$ cat config.mk
export PLATFORM = sky130hd
export DESIGN_NAME = rf_writeback_flat
export DESIGN_NICKNAME = d
export VERILOG_FILES = /design/src/rtl/lemonpc_pkg.sv /design/src/rtl/rf_writeback_if.sv /design/src/rtl/wb_fifo.sv /design/src/rtl/rf_writeback.sv /design/src/flat_wrapper.sv
export SDC_FILE = /design/constraint.sdc
export NUM_CORES = 1
export LEC_CHECK = 0
export ABC_CLOCK_PERIOD_IN_PS = 3450
export CORE_AREA = 8 8 114 116
export CTS_BUF_LIST = sky130_fd_sc_hd__clkbuf_2 sky130_fd_sc_hd__clkbuf_4 sky130_fd_sc_hd__clkbuf_8
export DETAILED_ROUTE_END_ITERATION = 8
export DIE_AREA = 0 0 122 124
export PLACE_DENSITY = 0.66
export SYNTH_ARGS = -nofsm -noshare
export SYNTH_HDL_FRONTEND = slang
export SYNTH_SLANG_ARGS = --single-unit
$ cat constraint.sdc
create_clock -name clk -period 3.45 [get_ports clk]
set_input_delay 0.5175 -clock clk [delete_from_list [all_inputs] [get_ports clk]]
set_output_delay 0.5175 -clock clk [all_outputs]
set_load 0.1 [all_outputs]
$ cat src/rtl/lemonpc_pkg.sv
// Shared defaults and the writeback entry layout used across the lemonpc core.
package lemonpc_pkg;

    localparam int unsigned ADDR_WIDTH_DEF = 5;
    localparam int unsigned DATA_WIDTH_DEF = 32;

    typedef struct packed {
        logic [ADDR_WIDTH_DEF-1:0] rd;
        logic [DATA_WIDTH_DEF-1:0] data;
    } wb_entry_t;

endpackage

$ cat src/rtl/rf_writeback_if.sv
// Writeback bus: ALU and LSU request handshakes plus the register-file write port.
interface rf_writeback_if
    import lemonpc_pkg::*;
#(
    parameter int unsigned ADDR_WIDTH = ADDR_WIDTH_DEF,
    parameter int unsigned DATA_WIDTH = DATA_WIDTH_DEF
);
    logic                  alu_valid;
    logic                  alu_ready;
    logic [ADDR_WIDTH-1:0] alu_rd;
    logic [DATA_WIDTH-1:0] alu_data;
    logic                  lsu_valid;
    logic                  lsu_ready;
    logic [ADDR_WIDTH-1:0] lsu_rd;
    logic [DATA_WIDTH-1:0] lsu_data;
    logic                  rf_wen;
    logic [ADDR_WIDTH-1:0] rf_rd;
    logic [DATA_WIDTH-1:0] rf_data;

    modport master (
        output alu_valid, alu_rd, alu_data, lsu_valid, lsu_rd, lsu_data,
        input  alu_ready, lsu_ready, rf_wen, rf_rd, rf_data
    );

    modport slave (
        input  alu_valid, alu_rd, alu_data, lsu_valid, lsu_rd, lsu_data,
        output alu_ready, lsu_ready, rf_wen, rf_rd, rf_data
    );
endinterface

$ cat src/rtl/wb_fifo.sv
// Writeback queue: circular storage with head/tail/count, exposing entries in age order.
module wb_fifo #(
    parameter int unsigned WIDTH = 37,
    parameter int unsigned DEPTH = 2
) (
    input  logic             clk,
    input  logic             rst_n,
    input  logic             push,
    input  logic [WIDTH-1:0] push_data,
    input  logic             pop,
    output logic             full,
    output logic             empty,
    output logic [WIDTH-1:0] ent [DEPTH],
    output logic [DEPTH-1:0] occ
);
    localparam int unsigned PW = $clog2(DEPTH);
    localparam int unsigned CW = PW + 1;

    logic [PW-1:0]    head;
    logic [PW-1:0]    tail;
    logic [CW-1:0]    count;
    logic [WIDTH-1:0] mem [DEPTH];
    logic             do_push;
    logic             do_pop;

    assign full    = (count == CW'(DEPTH));
    assign empty   = (count == '0);
    assign do_push = push && !full;
    assign do_pop  = pop && !empty;

    always_ff @(posedge clk or negedge rst_n) begin
        if (!rst_n) begin
            head  <= '0;
            tail  <= '0;
            count <= '0;
        end else begin
            if (do_push) tail <= tail + 1'b1;
            if (do_pop)  head <= head + 1'b1;
            case ({do_push, do_pop})
                2'b10:   count <= count + 1'b1;
                2'b01:   count <= count - 1'b1;
                default: ;
            endcase
        end
    end

    always_ff @(posedge clk) begin
        if (do_push) mem[tail] <= push_data;
    end

    // ent[0] is the head; higher indices are progressively younger.
    always_comb begin
        for (int unsigned k = 0; k < DEPTH; k++) begin
            ent[k] = mem[head + PW'(k)];
            occ[k] = (CW'(k) < count);
        end
    end
endmodule

$ cat src/rtl/rf_writeback.sv
// Writeback arbiter: LSU-priority intake, x0 filtering, in-order RF writes, source hazard match.
// Optional macro RF_WRITEBACK_FWD_EN adds forwarding outputs for the youngest matching entry.
module rf_writeback
    import lemonpc_pkg::*;
#(
    parameter int unsigned ADDR_WIDTH = ADDR_WIDTH_DEF,
    parameter int unsigned DATA_WIDTH = DATA_WIDTH_DEF,
    parameter int unsigned DEPTH      = 2
) (
    input  logic                  clk,
    input  logic                  rst_n,
    rf_writeback_if.slave         wb,
    input  logic [ADDR_WIDTH-1:0] rs1,
    input  logic [ADDR_WIDTH-1:0] rs2,
    output logic                  rs1_busy,
    output logic                  rs2_busy,
    output logic                  empty
`ifdef RF_WRITEBACK_FWD_EN
    ,
    output logic                  fwd1_valid,
    output logic                  fwd2_valid,
    output logic [DATA_WIDTH-1:0] fwd1_data,
    output logic [DATA_WIDTH-1:0] fwd2_data
`endif
);
    localparam int unsigned EW = ADDR_WIDTH + DATA_WIDTH;

    logic             full;
    logic             q_empty;
    logic             push;
    logic [EW-1:0]    push_data;
    logic [EW-1:0]    ent [DEPTH];
    logic [DEPTH-1:0] occ;
    logic             rs1_hit;
    logic             rs2_hit;

    assign wb.lsu_ready = !full;
    assign wb.alu_ready = !full && !wb.lsu_valid;

    // Requests to x0 are handshaken normally but never enqueued.
    always_comb begin
        push      = 1'b0;
        push_data = '0;
        if (wb.lsu_valid && wb.lsu_ready) begin
            push      = (wb.lsu_rd != '0);
            push_data = {wb.lsu_rd, wb.lsu_data};
        end else if (wb.alu_valid && wb.alu_ready) begin
            push      = (wb.alu_rd != '0);
            push_data = {wb.alu_rd, wb.alu_data};
        end
    end

    wb_fifo #(
        .WIDTH (EW),
        .DEPTH (DEPTH)
    ) u_fifo (
        .clk       (clk),
        .rst_n     (rst_n),
        .push      (push),
        .push_data (push_data),
        .pop       (!q_empty),
        .full      (full),
        .empty     (q_empty),
        .ent       (ent),
        .occ       (occ)
    );

    assign empty      = q_empty;
    assign wb.rf_wen  = !q_empty;
    assign wb.rf_rd   = q_empty ? '0 : ent[0][EW-1:DATA_WIDTH];
    assign wb.rf_data = q_empty ? '0 : ent[0][DATA_WIDTH-1:0];

    always_comb begin
        rs1_hit = 1'b0;
        rs2_hit = 1'b0;
        for (int unsigned k = 0; k < DEPTH; k++) begin
            if (occ[k] && ent[k][EW-1:DATA_WIDTH] == rs1) rs1_hit = 1'b1;
            if (occ[k] && ent[k][EW-1:DATA_WIDTH] == rs2) rs2_hit = 1'b1;
        end
    end

    assign rs1_busy = rs1_hit && (rs1 != '0);
    assign rs2_busy = rs2_hit && (rs2 != '0);

`ifdef RF_WRITEBACK_FWD_EN
    assign fwd1_valid = rs1_busy;
    assign fwd2_valid = rs2_busy;

    // Scan oldest to youngest so the last match (youngest) wins.
    always_comb begin
        fwd1_data = '0;
        fwd2_data = '0;
        for (int unsigned k = 0; k < DEPTH; k++) begin
            if (occ[k] && rs1 != '0 && ent[k][EW-1:DATA_WIDTH] == rs1) fwd1_data = ent[k][DATA_WIDTH-1:0];
            if (occ[k] && rs2 != '0 && ent[k][EW-1:DATA_WIDTH] == rs2) fwd2_data = ent[k][DATA_WIDTH-1:0];
        end
    end
`endif
endmodule

$ cat src/flat_wrapper.sv
// flat-port wrapper written by rule: the top's interface ports become plain ports
module rf_writeback_flat import lemonpc_pkg::*;
#(
    parameter int unsigned ADDR_WIDTH = ADDR_WIDTH_DEF,
    parameter int unsigned DATA_WIDTH = DATA_WIDTH_DEF,
    parameter int unsigned DEPTH      = 2
)
  (clk, rst_n, rs1, rs2, rs1_busy, rs2_busy, empty, wb_alu_valid, wb_alu_rd, wb_alu_data, wb_lsu_valid, wb_lsu_rd, wb_lsu_data, wb_alu_ready, wb_lsu_ready, wb_rf_wen, wb_rf_rd, wb_rf_data);
  rf_writeback_if #(.ADDR_WIDTH(ADDR_WIDTH), .DATA_WIDTH(DATA_WIDTH)) wb_i ();
  input  logic clk;
  input  logic rst_n;
  input  logic [ADDR_WIDTH-1:0] rs1;
  input  logic [ADDR_WIDTH-1:0] rs2;
  output logic rs1_busy;
  output logic rs2_busy;
  output logic empty;
  input wire logic [$bits(wb_i.alu_valid)-1:0] wb_alu_valid;
  input wire logic [$bits(wb_i.alu_rd)-1:0] wb_alu_rd;
  input wire logic [$bits(wb_i.alu_data)-1:0] wb_alu_data;
  input wire logic [$bits(wb_i.lsu_valid)-1:0] wb_lsu_valid;
  input wire logic [$bits(wb_i.lsu_rd)-1:0] wb_lsu_rd;
  input wire logic [$bits(wb_i.lsu_data)-1:0] wb_lsu_data;
  output wire logic [$bits(wb_i.alu_ready)-1:0] wb_alu_ready;
  output wire logic [$bits(wb_i.lsu_ready)-1:0] wb_lsu_ready;
  output wire logic [$bits(wb_i.rf_wen)-1:0] wb_rf_wen;
  output wire logic [$bits(wb_i.rf_rd)-1:0] wb_rf_rd;
  output wire logic [$bits(wb_i.rf_data)-1:0] wb_rf_data;
  assign wb_i.alu_valid = wb_alu_valid;
  assign wb_i.alu_rd = wb_alu_rd;
  assign wb_i.alu_data = wb_alu_data;
  assign wb_i.lsu_valid = wb_lsu_valid;
  assign wb_i.lsu_rd = wb_lsu_rd;
  assign wb_i.lsu_data = wb_lsu_data;
  assign wb_alu_ready = wb_i.alu_ready;
  assign wb_lsu_ready = wb_i.lsu_ready;
  assign wb_rf_wen = wb_i.rf_wen;
  assign wb_rf_rd = wb_i.rf_rd;
  assign wb_rf_data = wb_i.rf_data;
  rf_writeback #(.ADDR_WIDTH(ADDR_WIDTH), .DATA_WIDTH(DATA_WIDTH), .DEPTH(DEPTH)) u_core (.clk(clk), .rst_n(rst_n), .wb(wb_i), .rs1(rs1), .rs2(rs2), .rs1_busy(rs1_busy), .rs2_busy(rs2_busy), .empty(empty));
endmodule
* Word-level counts from Yosys, hierarchy flattened
Memory sizes are Yosys's and may differ from the RTL's.
Index checks and enable logic that the tools add are counted.
** Word-level totals
- Memories :: 1
- Output and inout port bits :: 43
- Bits in writable memories :: 74
- Register bits after elaboration :: 4
- Logic and storage cells :: 49
- Input port bits :: 88
** Operators by class
- Reduce and logical (&&, ||, !) cells :: 19
- Add/subtract/negate cells :: 4
- Mux-type cells :: 13
- Equal/unequal tests :: 7
- Magnitude comparators :: 2
** Memory list
- u_core.u_fifo.mem :: depth 2, width 37, rd ports 2, clocked after Yosys merged registers in 0, write ports 1, RTL line wb_fifo.sv:22 : logic [WIDTH-1:0] mem [DEPTH];
** Operators with widths (count)
- $mux 37 :: 2
- $mux 32 :: 1
- $eq 5x5->1 :: 4
- $reduce_bool 5->1 :: 4
- $logic_and 1x1->1 :: 10
- $mux 1 :: 8
- $mux 5 :: 1
- $eq 2x2->1 const B :: 2
- $lt 1x2->1 const A :: 2
- $pmux 2 s2 :: 1
- $logic_not 1->1 :: 3
- $add 1x1->1 const B :: 2
- $add 2x1->2 const B :: 1
- $eq 2x1->1 const B :: 1
- $logic_not 2->1 :: 1
- $reduce_bool 2->1 :: 1
- $sub 2x1->2 const B :: 1

* Logic depth before layout (Yosys ltp)
Gate-level depths: netlist (run 1).
- Word-level depth :: 9
- Gate-level depth with buffers :: 8
- Gate-level depth less buffers :: 7

* Modules after synthesis
From an unflattened synthesis (run 1), not the netlist that was laid out.
** Unflattened totals
- Cell total of the unflattened synthesis :: 309
- Area total of the unflattened synthesis :: 4486.8 um2
** Modules (own cells, without submodules)
- wb_fifo :: cells each 179, area an instance 3553.4 um2, times used 1, seq. area each 2322.2 um2
- rf_writeback :: cells each 130, area an instance 933.4 um2, times used 1, seq. area each 0.0 um2

* Least setup slack after synthesis (run 1)
OpenSTA, ideal clock, no wires.
- Kind :: register to output
- Start point :: register u_core.u_fifo.count[1]
- End point :: output wb_rf_data[0]
- Slack :: -0.123 ns
- Required time :: 2.932 ns
- Buffers on the path :: 3
- Cell stages (with the launch flop) :: 7
- Arrival :: 3.056 ns
- Cells stage by stage :: dfrtp_1 -> inv_1 -> ha_1 -> buf_6 -> clkbuf_1 -> clkbuf_1 -> nor2_1
** On the way
- Word-level cells in the longest chain between the ends :: 2
** Ends and longest elaborated chain
- start, declared :: RTL line wb_fifo.sv:21 : logic [CW-1:0] count;
- start signal, assigned :: RTL line wb_fifo.sv:40 : 2'b10: count <= count + 1'b1;
- start signal, assigned :: RTL line wb_fifo.sv:41 : 2'b01: count <= count - 1'b1;
- $logic_not 2->1 :: RTL line wb_fifo.sv:27 : assign empty = (count == '0);
- named net empty :: RTL line flat_wrapper.sv:16 : output logic empty;
- $mux 32 :: RTL line rf_writeback.sv:71 : assign wb.rf_data = q_empty ? '0 : ent[0][DATA_WIDTH-1:0];
- end, declared :: RTL line flat_wrapper.sv:27 : output wire logic [$bits(wb_i.rf_data)-1:0] wb_rf_data;
The timed path passes the listed nets, and every way through them passes these cells.

* Worst setup path after layout (run 1)
- Start point :: register u_core.u_fifo.head
- End point :: output rs1_busy
** On the way
- Word-level cells in the longest chain between the ends :: 6
- Elaborated cells on any way between the ends :: 9
- Classes of those cells :: add/sub (1); eq/ne (2); mux (2); reduce/logical (3); memory (1)
** Ends and longest elaborated chain
- start, declared :: RTL line wb_fifo.sv:19 : logic [PW-1:0] head;
- start signal, assigned :: RTL line wb_fifo.sv:38 : if (do_pop) head <= head + 1'b1;
- $add 1x1->1 / $mem_v2 2x37 (equally long branches)
- $mem_v2 2x37 (*)
- $eq 5x5->1 / $logic_and 1x1->1 (equally long branches) :: RTL line rf_writeback.sv:77 : if (occ[k] && ent[k][EW-1:DATA_WIDTH] == rs1) rs1_hit = 1'b1;
- $logic_and 1x1->1 / $mux 1 (equally long branches) :: RTL line rf_writeback.sv:77
- $mux 1 (*) :: RTL line rf_writeback.sv:77
- $logic_and 1x1->1 (*) :: RTL line rf_writeback.sv:82 : assign rs1_busy = rs1_hit && (rs1 != '0);
- end, declared :: RTL line flat_wrapper.sv:14 : output logic rs1_busy;
Every way passes the cells marked *; elsewhere a longest branch is shown, timed or not.

==> results.md, run 1 <==
- TritonCTS clock tree: built
- Core ar.: 11170 sq um
- Initial DRC count: 118
- Routed wire length: 9.355 mm
- Slowest cell on crit path: dfrtp_2
- Synth top area cells: edfxtp_1 58%, mux2i_1 11%, a22o_1 8.3%
- Synthesis warning total: 0
- Syn_nets: 369
- FILL cells: 1001
- Setup bufs post-CTS: 0
- Detailed placement HPWL: 6.962 mm
- First-pass GRT wire length: between 10 and 15 mm
- R2r setup slk: ~850 ps
- Worst-margin pin slew: around 900 ps
- WL/cell: ~17 microns
- Distinct cells, synth: 32
- CP Max Fanout: 23
- CTS max path bufs: 2
- Via/cell ratio: between 4 and 5
- Sink Count: 78
- Cell chain of the critical path: mux2i_1 -> xor2_1 -> nand4_1 -> nor3_1 -> o22a_1 -> buf_4
- CP top delay family: flip-flops
- Share of layout cells above drive strength 1: 0.1878
- Worst clock skew: around 4.2 ps
- Antenna Cells: 0
- Crit path launch type: flip-flop
- Gr usage total: 0.1253
- #FFs+latches synth: 78
- Reg2Reg Launch Point: u_core.u_fifo.count[0]
- Worst Setup End Kind: primary output
- Slew Limit Fails: 0
- Vias in the first global route: 2912
- DR vias: 2653
- DRC: 0
- Root buffer cell: clkbuf_8
- Die area: approximately 15000 sq um
- Rel. slew slack: 0.3844
- Largest area contributor in the netlist: edfxtp_1
- Number of max-cap violations: 0
- Die Y: 124 microns
- Std-Cell Rows: 39
- Crit path arrival time: 2560 ps
- Largest net degree at the start of global routing: 39
- Min cycle time layout: just over 3000 ps
- Clk slew on worst S/H paths: 70 ps
- Post-route core utilization: 0.4811
- Clock latency on the worst-skew pair: 330 ps
- Kind of critical path: reg2out
- Synthesized instance count: 277
- Final antenna-violating net count: 0
- Initial antenna violation count: 0
- Max Fclk: 325.1 MHz
- Worst hold-check path type: in2async
- Hold Buf Count CTS: 0
- Critical path's largest stage delay: approximately 800 ps
- Width of the chip: 122 microns
- Area share of the largest cell type after synthesis: 0.5827
- Outcome: finished, final reports clean
- Pre-Repair DR Iteration Count: 4
- Syn_area_per_cell: 13.77 sq um
- Layout area overhead: 40.98%
- Remaining global-route overflow: 0
- Reg2Reg Depth: 6
- # setup viols final: 0
- Sequential fraction of the synthesis area: 0.6089
- Input/output buffers: 130
- Starting Density: 0.3413
- Worst R2R End: u_core.u_fifo.mem[1][13]
- Synthesized cell area: around 3800 sq um
- Resized Gates After CTS: 0
- Htree depth: 3
- Crit share post-route: 0.8917
- RSZ-0062 raised after global routing: no
- Total CTS buffers: 9
- Final Hold Fails: 0
- Crit path buf inv count: 1
- Routability cong.: 0.8261
- Worst path required time: 2930 ps
- Io pins: 131
- Nets@finish: 498
==> worst max-delay path by stage <==
stage / from / to / slack [ps] / cells after the start
floorplan: u_core.u_fifo.count[1] / wb_rf_data[0] / -120 / 6
global placement: wb_alu_rd[1] / u_core.u_fifo.mem[1][15] / 700 / 5
detailed placement: wb_alu_rd[1] / u_core.u_fifo.mem[1][25] / 660 / 5
CTS: u_core.u_fifo.head / rs1_busy / 340 / 6
global route: u_core.u_fifo.head / rs1_busy / 200 / 6
finish: u_core.u_fifo.head / rs1_busy / 370 / 6
==> kinds of logic after synthesis <==
family / after synthesis / synth area share
and+or+nand+nor: 61 / 0.07546
muxes: 44 / 0.1168
xor gates and xnor gates: 22 / 0.05052
adders and majority gates: 4 / 0.01312
DFF: 78 / 0.6089
AOI/OAI and AO/OA: 45 / 0.1047
buffers and inverters: 23 / 0.03051
==> final cells by class <==
cell class | count | area [sq um] | area share
Clock inverter | 5 | 83.83 | 0.01559
Tap cell | 143 | 178.9 | 0.03328
Timing Repair Buffer | 136 | 1239 | 0.2304
Inverter | 5 | 18.77 | 0.003491
Clock buffer | 10 | 131.4 | 0.02444
Multi-Input combinational cell | 176 | 1401 | 0.2606
Sequential cell | 78 | 2323 | 0.4322
==> cells in the final DEF, fill, tap and decap left out, types with 2 or more instances in the layout <==
cell             synthesis  final
buf_4                    0     49
nand4_1                  6      6
dfrtp_1                  4      3
nor2_1                  41     41
or4_1                    2      2
nor3_1                   4      4
xor2_1                  16     16
bufinv_16                0      2
edfxtp_1                74     74
ha_1                     4      3
a22o_1                  36     36
clkbuf_8                 0      9
xnor2_1                  6      6
inv_1                    5      5
or4_4                    2      2
clkinvlp_4               0      2
clkdlybuf4s50_1          0     87
o22a_1                   2      2
mux2i_1                 43     43
==> per-layer routing <==
| layer | routed length, microns | share of wire | global-route usage |
|---|---|---|---|
| met1 | 3746 | 0.40 | 0.1351 |
| met2 | 4868 | 0.52 | 0.2272 |
| met4 | 84 | 0.0090 | 0.04163 |
| met5 | 0 | 0 | 0 |
| met3 | 656 | 0.070 | 0.04080 |
==> state kept, by name, indices dropped and copies added, names as in the netlist <==
signal,count
u_core.u_fifo.mem,74
u_core.u_fifo.count,2
u_core.u_fifo.head,1
u_core.u_fifo.tail,1
==> synthesized netlist by cell type <==
cell type   n
mux2i_1    43
mux2_4      1
o21ai_4     1
inv_1       5
dfrtp_1     4
ha_1        4
o21ai_2     1
o22a_1      2
a41oi_1     1
a22o_2      1
nand3_1     1
nand2b_1    1
nand4_1     6
a21oi_1     1
edfxtp_1   74
buf_2       6
o31ai_1     1
or4_4       2
nor3b_1     1
o211a_1     1
buf_1       2
clkbuf_1    7
xnor2_1     6
a22o_1     36
and2_2      1
buf_6       3
xor2_1     16
nor2_1     41
nor2b_1     1
nand2_2     1
nor3_1      4
or4_1       2
==> stage by stage <==
step / std cells / area, sq um / worst slack [ps] / TNS, ps / hold WS (ps)
3_5_place_dp: 538 / 5161 / 659.7 / 0 / 568.8
4_1_cts: 553 / 5376 / 344.2 / 0 / 380.0
3_3_place_gp: 538 / 5161 / 699.9 / 0 / 560.8
6_report: 553 / 5376 / 373.6 / 0 / 386.0
2_1_floorplan: 277 / 3814 / -123.0 / -2460 / 221.9
5_1_grt: 553 / 5376 / 196.7 / 0 / 383.3
Power of run 1 is left out: the tool's default activity adds up to more than one toggle a clock period on the data nets, which glitch-free logic cannot reach.
==> run 2: changes to the inputs <==
--- a/config.mk
+++ b/config.mk
@@ -8,6 +8,7 @@
 export ABC_CLOCK_PERIOD_IN_PS = 3450
 export CORE_AREA = 8 8 114 116
 export CTS_BUF_LIST = sky130_fd_sc_hd__clkbuf_2 sky130_fd_sc_hd__clkbuf_4 sky130_fd_sc_hd__clkbuf_8
+export CTS_CLUSTER_SIZE = 30
 export DETAILED_ROUTE_END_ITERATION = 8
 export DIE_AREA = 0 0 122 124
 export PLACE_DENSITY = 0.66
==> results of run 2 <==
Same layout as run 1: the final DEF is identical, and so are final timing and power.
Power of run 2 is left out for the same reason.
==> run 3: changes to the inputs <==
--- a/config.mk
+++ b/config.mk
@@ -6,11 +6,11 @@
 export NUM_CORES = 1
 export LEC_CHECK = 0
 export ABC_CLOCK_PERIOD_IN_PS = 3450
-export CORE_AREA = 8 8 114 116
+export CORE_AREA = 2 2 108 110
 export CTS_BUF_LIST = sky130_fd_sc_hd__clkbuf_2 sky130_fd_sc_hd__clkbuf_4 sky130_fd_sc_hd__clkbuf_8
 export CTS_CLUSTER_SIZE = 30
 export DETAILED_ROUTE_END_ITERATION = 8
-export DIE_AREA = 0 0 122 124
+export DIE_AREA = 0 0 110 112
 export PLACE_DENSITY = 0.66
 export SYNTH_ARGS = -nofsm -noshare
 export SYNTH_HDL_FRONTEND = slang
==> run 3 against run 2 <==
  * Utilization up 0.20 points
  * Die area decreased by 19%
  * Non-clock buffer count decreased by 1
  * Fmax rose by 2.5%
  * Register-to-register slack about the same
  * Clock-buffer cell count grew 1
  * Setup slack gained 74 ps
  * Flip-flop and latch count unchanged
==> results.md, run 3 (synthesis results as in run 1) <==
- Slew Limit Fails: 0 (unchanged)
- Regs by FF count: u_core.u_fifo.mem: 74 flops, u_core.u_fifo.count: 2 flops
- Initial DRC count: 114 (-3.4%)
- Input/output buffers: 130 (unchanged)
- RSZ-0062 raised after global routing: no
- Rel. slew slack: 0.3996 (+0.01522)
- Routability cong.: 0.7919 (-4.1%)
- Worst hold-check path type: in2async
- Area of the multi-input gates: 1401 sq um (unchanged)
- Hold Buf Count CTS: 0 (unchanged)
- Share of layout cells above drive strength 1: 0.1878 (unchanged)
- Register Area: 2323 sq um (unchanged)
- Die Y: 112 microns (-9.7%)
- First-pass GRT wire length: 13.11 mm (-11%)
- CTS max path bufs: 2 (unchanged)
- Die area: 12320 sq um (-19%)
- Worst path required time: 2930 ps (about the same)
- Crit path arrival time: 2480 ps (-80 ps)
- CP Max Fanout: 21 (-8.7%)
- Width of the chip: 110 microns (-9.8%)
- Std-Cell Rows: 39 (unchanged)
- Detailed placement HPWL: 6.156 mm (-12%)
- Most frequent cells in the layout: 87 x clkdlybuf4s50_1, 74 x edfxtp_1, 48 x buf_4
- Layout area overhead: 41.57%
- Worst clock skew: 9.183 ps (+4.950 ps)
- FILL cells: 1020 (+1.9%)
- Final Hold Fails: 0 (unchanged)
- Io pins: 131 (unchanged)
- Total CTS buffers: 9 (unchanged)
- Fin area: 5399 sq um (+0.42%)
- Worst-margin pin slew: 900.6 ps (-22.82 ps)
- Worst Setup End Kind: primary output
- Via/cell ratio: 4.902 (+2.2%)
- Pre-Repair DR Iteration Count: 4 (unchanged)
- DR vias: 2711 (+2.2%)
- Min cycle time layout: 3002 ps (-74.44 ps)
- Initial antenna violation count: 0 (unchanged)
- Largest net degree at the start of global routing: 39 (unchanged)
- Remaining global-route overflow: 0 (unchanged)
- Starting Density: 0.3413 (unchanged)
- Final antenna-violating net count: 0 (unchanged)
- TritonCTS clock tree: built
- Clk slew on worst S/H paths: 80 ps (about the same)
- Core ar.: 11170 sq um (unchanged)
- Outcome: finished, final reports clean
- Max reg flops: 74 (unchanged)
- DRC: 0 (unchanged)
- # setup viols final: 0 (unchanged)
- Routed wire length: 8.627 mm (-7.8%)
- CP Launch Point: u_core.u_fifo.head
- Htree depth: 3 (unchanged)
- Number of max-cap violations: 0 (unchanged)
- Resized Gates After CTS: 0 (unchanged)
- Gr usage total: 0.1397 (+0.01442)
- Commonest non-fill, non-tap cell in the layout: clkdlybuf4s50_1
- Reg2Reg Launch Point: u_core.u_fifo.count[0]
- Top reg by flops: u_core.u_fifo.mem
- Kind of critical path: reg2out
- Vias in the first global route: 2677 (-8.1%)
- Reg2Reg Depth: 6 (unchanged)
- Worst R2R End: u_core.u_fifo.mem[1][31]
- Setup bufs post-CTS: 0 (unchanged)
- Timing endpoint of the critical path: rs1_busy
- Root buffer cell: clkbuf_8
- Antenna Cells: 0 (unchanged)
- Sink Count: 78 (unchanged)
- Nets@finish: 497 (-0.20%)
- R2r setup slk: 850 ps (about the same)
- WL/cell: 15.60 microns (-7.8%)
- Post-DP Area: 5154 sq um (-0.15%)
- Clock latency on the worst-skew pair: 330 ps (about the same)
- Crit path launch type: flip-flop
- Max Fclk: 333.1 MHz (+2.5%)
- Crit share post-route: 0.8701 (-0.02158)
-- run 3: changes by cell type in the layout (fill, tap and decap cells not counted), sizes merged --
| cell | change |
|---|---|
| clkinvlp | -1 |
| clkbuf | +1 |
| bufinv | +1 |
| buf | -1 |
-- run 3: per-stage QoR --
step	util	std cells	hold slack, ps	TNS [ps]	setup slack, ps
5_1_grt	0.4831	553	381.3	0	241.4
3_5_place_dp	0.4612	537	570.5	0	665.2
6_report	0.4831	553	389.0	0	448.1
4_1_cts	0.4831	553	381.8	0	418.6
3_3_place_gp	0.4612	537	562.5	0	706.1
2_1_floorplan	-	277	221.9	-2460	-123.0
-- run 3: critical path: stages (launching register included) --
cell     delay (ps)
dfrtp_2         740
mux2i_1         460
xor2_1          200
nand4_1         110
nor3_1          180
o22a_1          180
buf_4           280
-- run 3: final cells by class --
class / count / area share
clock buffers: 11 / 0.02572
inverters: 5 / 0.003476
repair buffers: 135 / 0.2280
well taps: 143 / 0.03314
flip-flops and latches: 78 / 0.4304
clock inverters: 5 / 0.01970
multi-input cells: 176 / 0.2596
-- run 3: per-layer routing --
layer / track usage / routed length [microns]
met5: 0 / 0
met1: 0.1708 / 3605
met2: 0.2401 / 4381
met3: 0.03630 / 543
met4: 0.04051 / 97
-- run 3: how the worst min path moves through the flow --
| stage | cells after the start | end | from |
|---|---|---|---|
| 2_1_floorplan | 0 | u_core.u_fifo.count[0] | rst_n |
| 3_3_place_gp | 2 | u_core.u_fifo.tail | u_core.u_fifo.tail |
| 3_5_place_dp | 2 | u_core.u_fifo.tail | u_core.u_fifo.tail |
| 4_1_cts | 1 | u_core.u_fifo.count[0] | rst_n |
| 5_1_grt | 1 | u_core.u_fifo.count[0] | rst_n |
| 6_report | 1 | u_core.u_fifo.count[0] | rst_n |
Power of run 3 is left out for the same reason.
